==> src/rtl/matrix_mac_writer_if.sv <==
// Bus bundle between the matrix MAC engine and the A/B read memories and C write port.
// The engine side uses the master modport; the memory/controller side uses slave.
interface matrix_mac_writer_if #(
    parameter int DW = 32,
    parameter int AW = 7
);
    logic          start;
    logic [DW-1:0] a_data;
    logic [DW-1:0] b_data;
    logic [AW-1:0] a_addr;
    logic [AW-1:0] b_addr;
    logic [AW-1:0] c_waddr;
    logic [DW-1:0] c_wdata;
    logic          c_we;
    logic          busy;
    logic          done;

    modport master (
        input  start, a_data, b_data,
        output a_addr, b_addr, c_waddr, c_wdata, c_we, busy, done
    );

    modport slave (
        output start, a_data, b_data,
        input  a_addr, b_addr, c_waddr, c_wdata, c_we, busy, done
    );
endinterface

==> src/rtl/matrix_mac_writer.sv <==
// Serial C = A x B engine for NxN row-major matrices: one MAC per cycle, one C write per element.
// Addresses are tracked with running counters rather than multipliers.
module matrix_mac_writer #(
    parameter int N  = 3,
    parameter int DW = 32,
    parameter int AW = 7
) (
    input  logic               clk,
    input  logic               rst,
    matrix_mac_writer_if.master mm
);
    typedef enum logic [1:0] {
        ST_IDLE  = 2'd0,
        ST_MAC   = 2'd1,
        ST_WRITE = 2'd2,
        ST_DONE  = 2'd3
    } state_t;

    localparam logic [AW-1:0] LP_N    = AW'(N);
    localparam logic [AW-1:0] LP_NM1  = AW'(N - 1);
    localparam logic [AW-1:0] LP_ONE  = AW'(1);
    localparam logic [AW-1:0] LP_ZERO = AW'(0);

    state_t        r_state;
    logic [AW-1:0] r_i;
    logic [AW-1:0] r_j;
    logic [AW-1:0] r_k;
    logic [AW-1:0] r_row_base;   // i*N
    logic [AW-1:0] r_a_addr;     // i*N + k
    logic [AW-1:0] r_b_addr;     // k*N + j
    logic [AW-1:0] r_c_waddr;    // i*N + j
    logic [DW-1:0] r_acc;
    logic          r_c_we;
    logic          r_busy;
    logic          r_done;

    logic [DW-1:0] w_prod;
    logic          w_k_last;
    logic          w_j_last;
    logic          w_i_last;

    assign w_prod   = mm.a_data * mm.b_data;
    assign w_k_last = (r_k == LP_NM1);
    assign w_j_last = (r_j == LP_NM1);
    assign w_i_last = (r_i == LP_NM1);

    // Control FSM, index counters, address trackers, accumulator and output flags.
    always_ff @(posedge clk or negedge rst) begin
        if (!rst) begin
            r_state    <= ST_IDLE;
            r_i        <= LP_ZERO;
            r_j        <= LP_ZERO;
            r_k        <= LP_ZERO;
            r_row_base <= LP_ZERO;
            r_a_addr   <= LP_ZERO;
            r_b_addr   <= LP_ZERO;
            r_c_waddr  <= LP_ZERO;
            r_acc      <= {DW{1'b0}};
            r_c_we     <= 1'b0;
            r_busy     <= 1'b0;
            r_done     <= 1'b0;
        end else begin
            case (r_state)
                ST_IDLE: begin
                    if (mm.start) begin
                        r_state    <= ST_MAC;
                        r_i        <= LP_ZERO;
                        r_j        <= LP_ZERO;
                        r_k        <= LP_ZERO;
                        r_row_base <= LP_ZERO;
                        r_a_addr   <= LP_ZERO;
                        r_b_addr   <= LP_ZERO;
                        r_c_waddr  <= LP_ZERO;
                        r_acc      <= {DW{1'b0}};
                        r_busy     <= 1'b1;
                    end else begin
                        r_state <= ST_IDLE;
                    end
                end
                ST_MAC: begin
                    r_acc <= r_acc + w_prod;
                    if (!w_k_last) begin
                        r_k      <= r_k + LP_ONE;
                        r_a_addr <= r_a_addr + LP_ONE;
                        r_b_addr <= r_b_addr + LP_N;
                    end else begin
                        // k wraps to 0, so the addresses fall back to the row/column start.
                        r_k      <= LP_ZERO;
                        r_a_addr <= r_row_base;
                        r_b_addr <= r_j;
                        r_state  <= ST_WRITE;
                        r_c_we   <= 1'b1;
                    end
                end
                ST_WRITE: begin
                    r_acc  <= {DW{1'b0}};
                    r_c_we <= 1'b0;
                    if (!w_j_last) begin
                        r_j       <= r_j + LP_ONE;
                        r_b_addr  <= r_j + LP_ONE;
                        r_a_addr  <= r_row_base;
                        r_c_waddr <= r_c_waddr + LP_ONE;
                        r_state   <= ST_MAC;
                    end else if (!w_i_last) begin
                        r_j        <= LP_ZERO;
                        r_i        <= r_i + LP_ONE;
                        r_row_base <= r_row_base + LP_N;
                        r_a_addr   <= r_row_base + LP_N;
                        r_b_addr   <= LP_ZERO;
                        r_c_waddr  <= r_c_waddr + LP_ONE;
                        r_state    <= ST_MAC;
                    end else begin
                        r_i        <= LP_ZERO;
                        r_j        <= LP_ZERO;
                        r_row_base <= LP_ZERO;
                        r_a_addr   <= LP_ZERO;
                        r_b_addr   <= LP_ZERO;
                        r_c_waddr  <= LP_ZERO;
                        r_state    <= ST_DONE;
                        r_done     <= 1'b1;
                    end
                end
                ST_DONE: begin
                    r_done  <= 1'b0;
                    r_busy  <= 1'b0;
                    r_state <= ST_IDLE;
                end
                default: begin
                    r_state <= ST_IDLE;
                    r_c_we  <= 1'b0;
                    r_busy  <= 1'b0;
                    r_done  <= 1'b0;
                end
            endcase
        end
    end

    assign mm.a_addr  = r_a_addr;
    assign mm.b_addr  = r_b_addr;
    assign mm.c_waddr = r_c_waddr;
    assign mm.c_wdata = r_acc;
    assign mm.c_we    = r_c_we;
    assign mm.busy    = r_busy;
    assign mm.done    = r_done;
endmodule
==> src/flat_wrapper.sv <==
// flat-port wrapper written by rule: the top's interface ports become plain ports
module matrix_mac_writer_flat 
#(
    parameter int N  = 3,
    parameter int DW = 32,
    parameter int AW = 7
)
  (clk, rst, mm_start, mm_a_data, mm_b_data, mm_a_addr, mm_b_addr, mm_c_waddr, mm_c_wdata, mm_c_we, mm_busy, mm_done);
  matrix_mac_writer_if #(.DW(DW), .AW(AW)) mm_i ();
  input  logic clk;
  input  logic rst;
  input wire logic [$bits(mm_i.start)-1:0] mm_start;
  input wire logic [$bits(mm_i.a_data)-1:0] mm_a_data;
  input wire logic [$bits(mm_i.b_data)-1:0] mm_b_data;
  output wire logic [$bits(mm_i.a_addr)-1:0] mm_a_addr;
  output wire logic [$bits(mm_i.b_addr)-1:0] mm_b_addr;
  output wire logic [$bits(mm_i.c_waddr)-1:0] mm_c_waddr;
  output wire logic [$bits(mm_i.c_wdata)-1:0] mm_c_wdata;
  output wire logic [$bits(mm_i.c_we)-1:0] mm_c_we;
  output wire logic [$bits(mm_i.busy)-1:0] mm_busy;
  output wire logic [$bits(mm_i.done)-1:0] mm_done;
  assign mm_i.start = mm_start;
  assign mm_i.a_data = mm_a_data;
  assign mm_i.b_data = mm_b_data;
  assign mm_a_addr = mm_i.a_addr;
  assign mm_b_addr = mm_i.b_addr;
  assign mm_c_waddr = mm_i.c_waddr;
  assign mm_c_wdata = mm_i.c_wdata;
  assign mm_c_we = mm_i.c_we;
  assign mm_busy = mm_i.busy;
  assign mm_done = mm_i.done;
  matrix_mac_writer #(.N(N), .DW(DW), .AW(AW)) u_core (.clk(clk), .rst(rst), .mm(mm_i));
endmodule
==> config.mk <==
export PLATFORM = sky130hd
export DESIGN_NAME = matrix_mac_writer_flat
export DESIGN_NICKNAME = d
export VERILOG_FILES = /design/src/rtl/matrix_mac_writer_if.sv /design/src/rtl/matrix_mac_writer.sv /design/src/flat_wrapper.sv
export SDC_FILE = /design/constraint.sdc
export NUM_CORES = 1
export LEC_CHECK = 0
export ABC_CLOCK_PERIOD_IN_PS = 13650
export CAP_MARGIN = 15
export CORE_AREA = 4 4 212 214
export DETAILED_ROUTE_END_ITERATION = 12
export DIE_AREA = 0 0 216 218
export PLACE_DENSITY = 0.67
export SLEW_MARGIN = 0
export SYNTH_ARGS = -nofsm -noshare
export SYNTH_HDL_FRONTEND = slang
export SYNTH_SLANG_ARGS = --single-unit
==> constraint.sdc <==
create_clock -name clk -period 13.65 [get_ports clk]
set_input_delay 2.73 -clock clk [delete_from_list [all_inputs] [get_ports clk]]
set_output_delay 2.73 -clock clk [all_outputs]
set_load 0.02 [all_outputs]
-- Word level (Yosys, flattened, before mapping)
Index checks and enable logic that the tools add are counted.
- flip-flop bits (word level): 86
- output and inout port bits: 56
- input bits: 67
- word-level logic and storage cells: 77
- reductions and logical operators: 14
- multiply operators: 1
- equal/unequal tests: 10
- multiplexer cells: 32
- add/sub/neg operators: 8
- operators with widths (kind ; number):
    one-hot mux 32 bit (3 select lines) ; 1
    2-to-1 mux 7 bit ; 11
    one-hot mux 7 bit (2 select lines) ; 5
    one-hot mux 7 bit (3 select lines) ; 2
    adder 7 x 1 -> 7 bit, second input constant ; 5
    adder 32 bit ; 1
    multiplier 32 x 32 -> 32 bit ; 1
    2-to-1 mux 32 bit ; 1
    == test 7 x 2 -> 1 bit, second input constant ; 3
    adder 7 x 2 -> 7 bit, second input constant ; 2
    AND reduction 2 bit ; 5
    nonzero test 2 bit ; 5
    one-hot mux 2 bit (4 select lines) ; 1
    2-to-1 mux 2 bit ; 3
    != test 2 x 1 -> 1 bit, second input constant ; 3
    one-hot mux 1 bit (2 select lines) ; 3
    AND reduction 3 bit ; 2
    2-to-1 mux 1 bit ; 5
    == test 2 bit, second input constant ; 2
    nonzero test 3 bit ; 1
    == test 2 x 1 -> 1 bit, second input constant ; 1
    zero test 2 bit ; 1
    != test 2 bit, second input constant ; 1

-- Depth between registers and ports, before layout
- depth in word-level cells: 4
- gate-level depth with buffers: 29
- depth with buffers taken out: 26

-- Least setup slack after synthesis
No wires, ideal clock.
- path type: input to register
- start: input port mm_a_data[13]
- end: register u_core.r_acc[31], in the netlist u_core.mm.c_wdata[31]
- stages: 25
- arrival: 9023 ps
- path buffers: 3
- library setup time: 129 ps
- required time: 13521 ps
- path slack: 4498 ps
- path through: clkbuf_1 -> clkbuf_1 -> and2_1 -> fa_1 -> fa_1 -> fa_1 -> inv_1 -> fa_1 -> inv_1 -> fa_1 -> fa_1 -> fa_1 -> inv_1 -> fa_1 -> inv_1 -> ha_1 -> clkbuf_1 -> nand2_1 -> o21a_1 -> nor3b_1 -> o22ai_1 -> a41o_1 -> a21oi_1 -> xnor2_1 -> o21ai_1
- cells in the longest elaborated chain, start to end: 3
- ends and longest elaborated chain (element ; RTL line ; source):
    start: declaration ; flat_wrapper.sv:13 ; input wire logic [$bits(mm_i.a_data)-1:0] mm_a_data;
    multiplier 32 x 32 -> 32 bit ; matrix_mac_writer.sv:42 ; assign w_prod = mm.a_data * mm.b_data;
    adder 32 bit ; matrix_mac_writer.sv:81 ; r_acc <= r_acc + w_prod;
    one-hot mux 32 bit (3 select lines) ; matrix_mac_writer.sv:63 ; case (r_state)
    end signal: assignment ; matrix_mac_writer.sv:58 ; r_acc <= {DW{1'b0}};
    end signal: assignment ; matrix_mac_writer.sv:74 ; r_acc <= {DW{1'b0}};
    end signal: assignment ; matrix_mac_writer.sv:81 ;
    end: declaration ; matrix_mac_writer.sv:32 ; logic [DW-1:0] r_acc;
Every way passes these cells.
A chain may end at the register's enable or synchronous reset.

-- Worst setup path after layout
- start: input port mm_b_data[6]
- end: register u_core.r_acc[31], in the netlist u_core.mm.c_wdata[31]
- cells in the longest elaborated chain, start to end: 3
- ends and longest elaborated chain (element ; RTL line ; source):
    start: declaration ; flat_wrapper.sv:14 ; input wire logic [$bits(mm_i.b_data)-1:0] mm_b_data;
    multiplier 32 x 32 -> 32 bit ; matrix_mac_writer.sv:42 ;
    adder 32 bit ; matrix_mac_writer.sv:81 ;
    one-hot mux 32 bit (3 select lines) ; matrix_mac_writer.sv:63 ;
Every way passes these cells.

==> impl_metrics.ini <==
[cts]
clockBufferDepth = 2
htreeDepth = 3
clock-sinks = 86
hold_buffers = 0
cts_tree = built
clk_pin_slew_ps = 70
cts_setup_buffers = 0
cts_inserted_buffers = 9
clk_latency_ps = 360
cts_resized = 0
cts_root_buffer = clkbuf_16

[worst_setup_path]
crit_top_cell = fa_1
crit_required_ps = 13850
cpLargestDelayFamily = adder cells
start_kind = input port
critPathKind = in2reg
cp_num_buf_inv = 7
worst-path-max-fanout = 26
cpPeakStageDelay_ps = 1050
worst_path_max_delay_cell = clkdlybuf4s50_1
cp.arrival_ps = 10370
endpoint_kind = flop

[sta]
finalHoldViolations = 0
tightest_slew_ps = 1220
setup_tns_ps = 0
clock_skew_ps = 14.5
finalSetupViolCount = 0
hold_ws_ps = 475
period_needed_ps = 10160
slew_headroom = 0.187
fin_crit_sh = 0.745
drv_slew = 0
grt_setup_unrepaired = no
fmax_mhz = 98.4

[grt]
grt_max_degree = 58
grt_overflow = 0
antenna_found_initial = 0
first_global_vias = 18100
grt_usage = 0.258
grt_pass1_wl_mm = 97.1

[cells_and_area]
drive_gt1_frac = 0.0220
syn_to_final_growth_pct = 9.43
antennaDiodeCount = 0
num-fill-cells = 3960
final_nets = 3052

[logic_synthesis]
yosysMostFrequentCell = inv_1
synth_nets = 3009
yosys-top-cells-area = fa_1 41%, dfrtp_1 10%, and2_1 9.4%, inv_1 9.0%, ha_1 8.1%
postSynthCellCount = 2366
ys_seq_area_frac = 0.101
yosysTopAreaCell = fa_1
yosysWarningCount = 0
netlist_area_um2 = 21200
synth_area_per_cell_um2 = 8.97
synth_cell_types = 72
synth_edf_count = 0
yosysTopAreaCellShare = 0.413
postSynth.asyncResetShare = 1.00
synth_common_cells = 506 x inv_1, 438 x fa_1, 318 x and2_1
synth_seq_cells = 86
synth_ff_type = dfrtp_1

[floorplan]
num_io_pins = 123
start_util = 0.495
rows = 76
die_area_um2 = 47100
fp.dieW_um = 216
core_region_area_um2 = 42900
die-height_um = 218

[routing]
ant_nets = 0
wl_met3_mm = 3.41
firstDrtPassIters = 5
vias = 16100
wl_per_cell_um = 19.2
routed_wl_mm = 57.7
drt_iter0_markers = 1023
vias_per_cell = 5.35
wl_met2_mm = 27.8
drc = 0
met1Wirelength_mm = 24.8
highest_layer = met4

[outcome]
status = complete, no violations

[placement]
routabilityCongestion = 0.893
hpwlAfterDp_mm = 45.3
io_buffers = 122

[flow_run]
maxCapViolCount = 0

[hold_path]
hp-class = reg2reg
## cells by family after synthesis
kind of cell | share of synthesized area
AND/OR/NAND/NOR | 0.183
buffers and inverters | 0.110
adder cells (fa/ha/maj) | 0.495
AO/OA/AOI/OAI | 0.0670
XOR/XNOR | 0.0415
flip-flops | 0.101
multiplexers | 0.00248
## routing by layer
| metal | up-vias | track usage |
|---|---|---|
| met3 | 105 | 0.0401 |
| met5 | - | 0 |
| li1 | 7160 | - |
| met2 | 560 | 0.432 |
| met4 | 0 | 0.0670 |
| met1 | 8225 | 0.354 |
## layout by cell type, fill, tap and decap left out, types with 5 or more instances in the layout
cell | synthesis | routed
o21ai_0 | 70 | 70
o31ai_1 | 13 | 13
o21ai_1 | 12 | 12
buf_4 | 0 | 21
o22ai_1 | 15 | 15
clkbuf_16 | 0 | 9
xor2_1 | 29 | 29
a21oi_1 | 45 | 45
nand2b_1 | 13 | 13
a211oi_1 | 10 | 10
nor3b_1 | 5 | 5
nand3_1 | 32 | 32
clkdlybuf4s50_1 | 0 | 120
o21a_1 | 6 | 6
and3_1 | 15 | 15
a21o_1 | 10 | 10
inv_1 | 506 | 506
nor2_1 | 49 | 48
nor3_1 | 9 | 9
xnor2_1 | 69 | 69
nor2b_1 | 8 | 8
fa_1 | 438 | 438
dfrtp_1 | 86 | 86
a22oi_1 | 7 | 7
o211ai_1 | 5 | 5
nand2_1 | 284 | 284
and2_1 | 318 | 318
ha_1 | 138 | 138
## metrics by stage
step | worst slack (ps) | instance area [µm²] | instances | utilization
after floorplan | 4500 | 21200 | 2366 | -
after global placement | 3280 | 22900 | 2983 | 0.534
after detailed placement | 3170 | 22900 | 2983 | 0.534
after CTS | 3520 | 23200 | 2999 | 0.541
after global routing | 3120 | 23200 | 2999 | 0.541
final | 3490 | 23200 | 2999 | 0.541
## sequential cells by signal (all words and copies together) (netlist names)
name               flops
u_core.r_state         2
u_core.mm.busy         1
u_core.r_i             7
u_core.mm.c_waddr      7
u_core.mm.done         1
u_core.mm.c_wdata     32
u_core.r_j             7
u_core.mm.b_addr       7
u_core.mm.a_addr       7
u_core.mm.c_we         1
u_core.r_k             7
u_core.r_row_base      7
## final timing paths
check	slack (ps)	end	cells past startpoint	start
max in group asynchronous	10240	u_core.r_k[2]	2	rst
hold reg to reg	470	u_core.r_k[6]	1	u_core.r_k[6]
min in group asynchronous	2290	u_core.r_j[1]	1	rst
setup reg to reg	6770	u_core.mm.c_wdata[27]	23	u_core.mm.c_wdata[21]
hold / removal	470	u_core.r_k[6]	1	u_core.r_k[6]
setup / recovery	3490	u_core.mm.c_wdata[31]	25	mm_b_data[6]
## area by class of cell
cell class              instances  area [µm²]  area share
flip-flops and latches         86        2150      0.0927
repair buffers                142        1360      0.0587
clock buffers                  10         239      0.0103
multi-input cells            1663       16700       0.721
inverters                     507        1900      0.0820
well taps                     585         732      0.0315
clock inverters                 6        97.6     0.00420
Power is left out: the tool's default activity adds up to more than one toggle a clock period on the data nets, which glitch-free logic cannot reach.
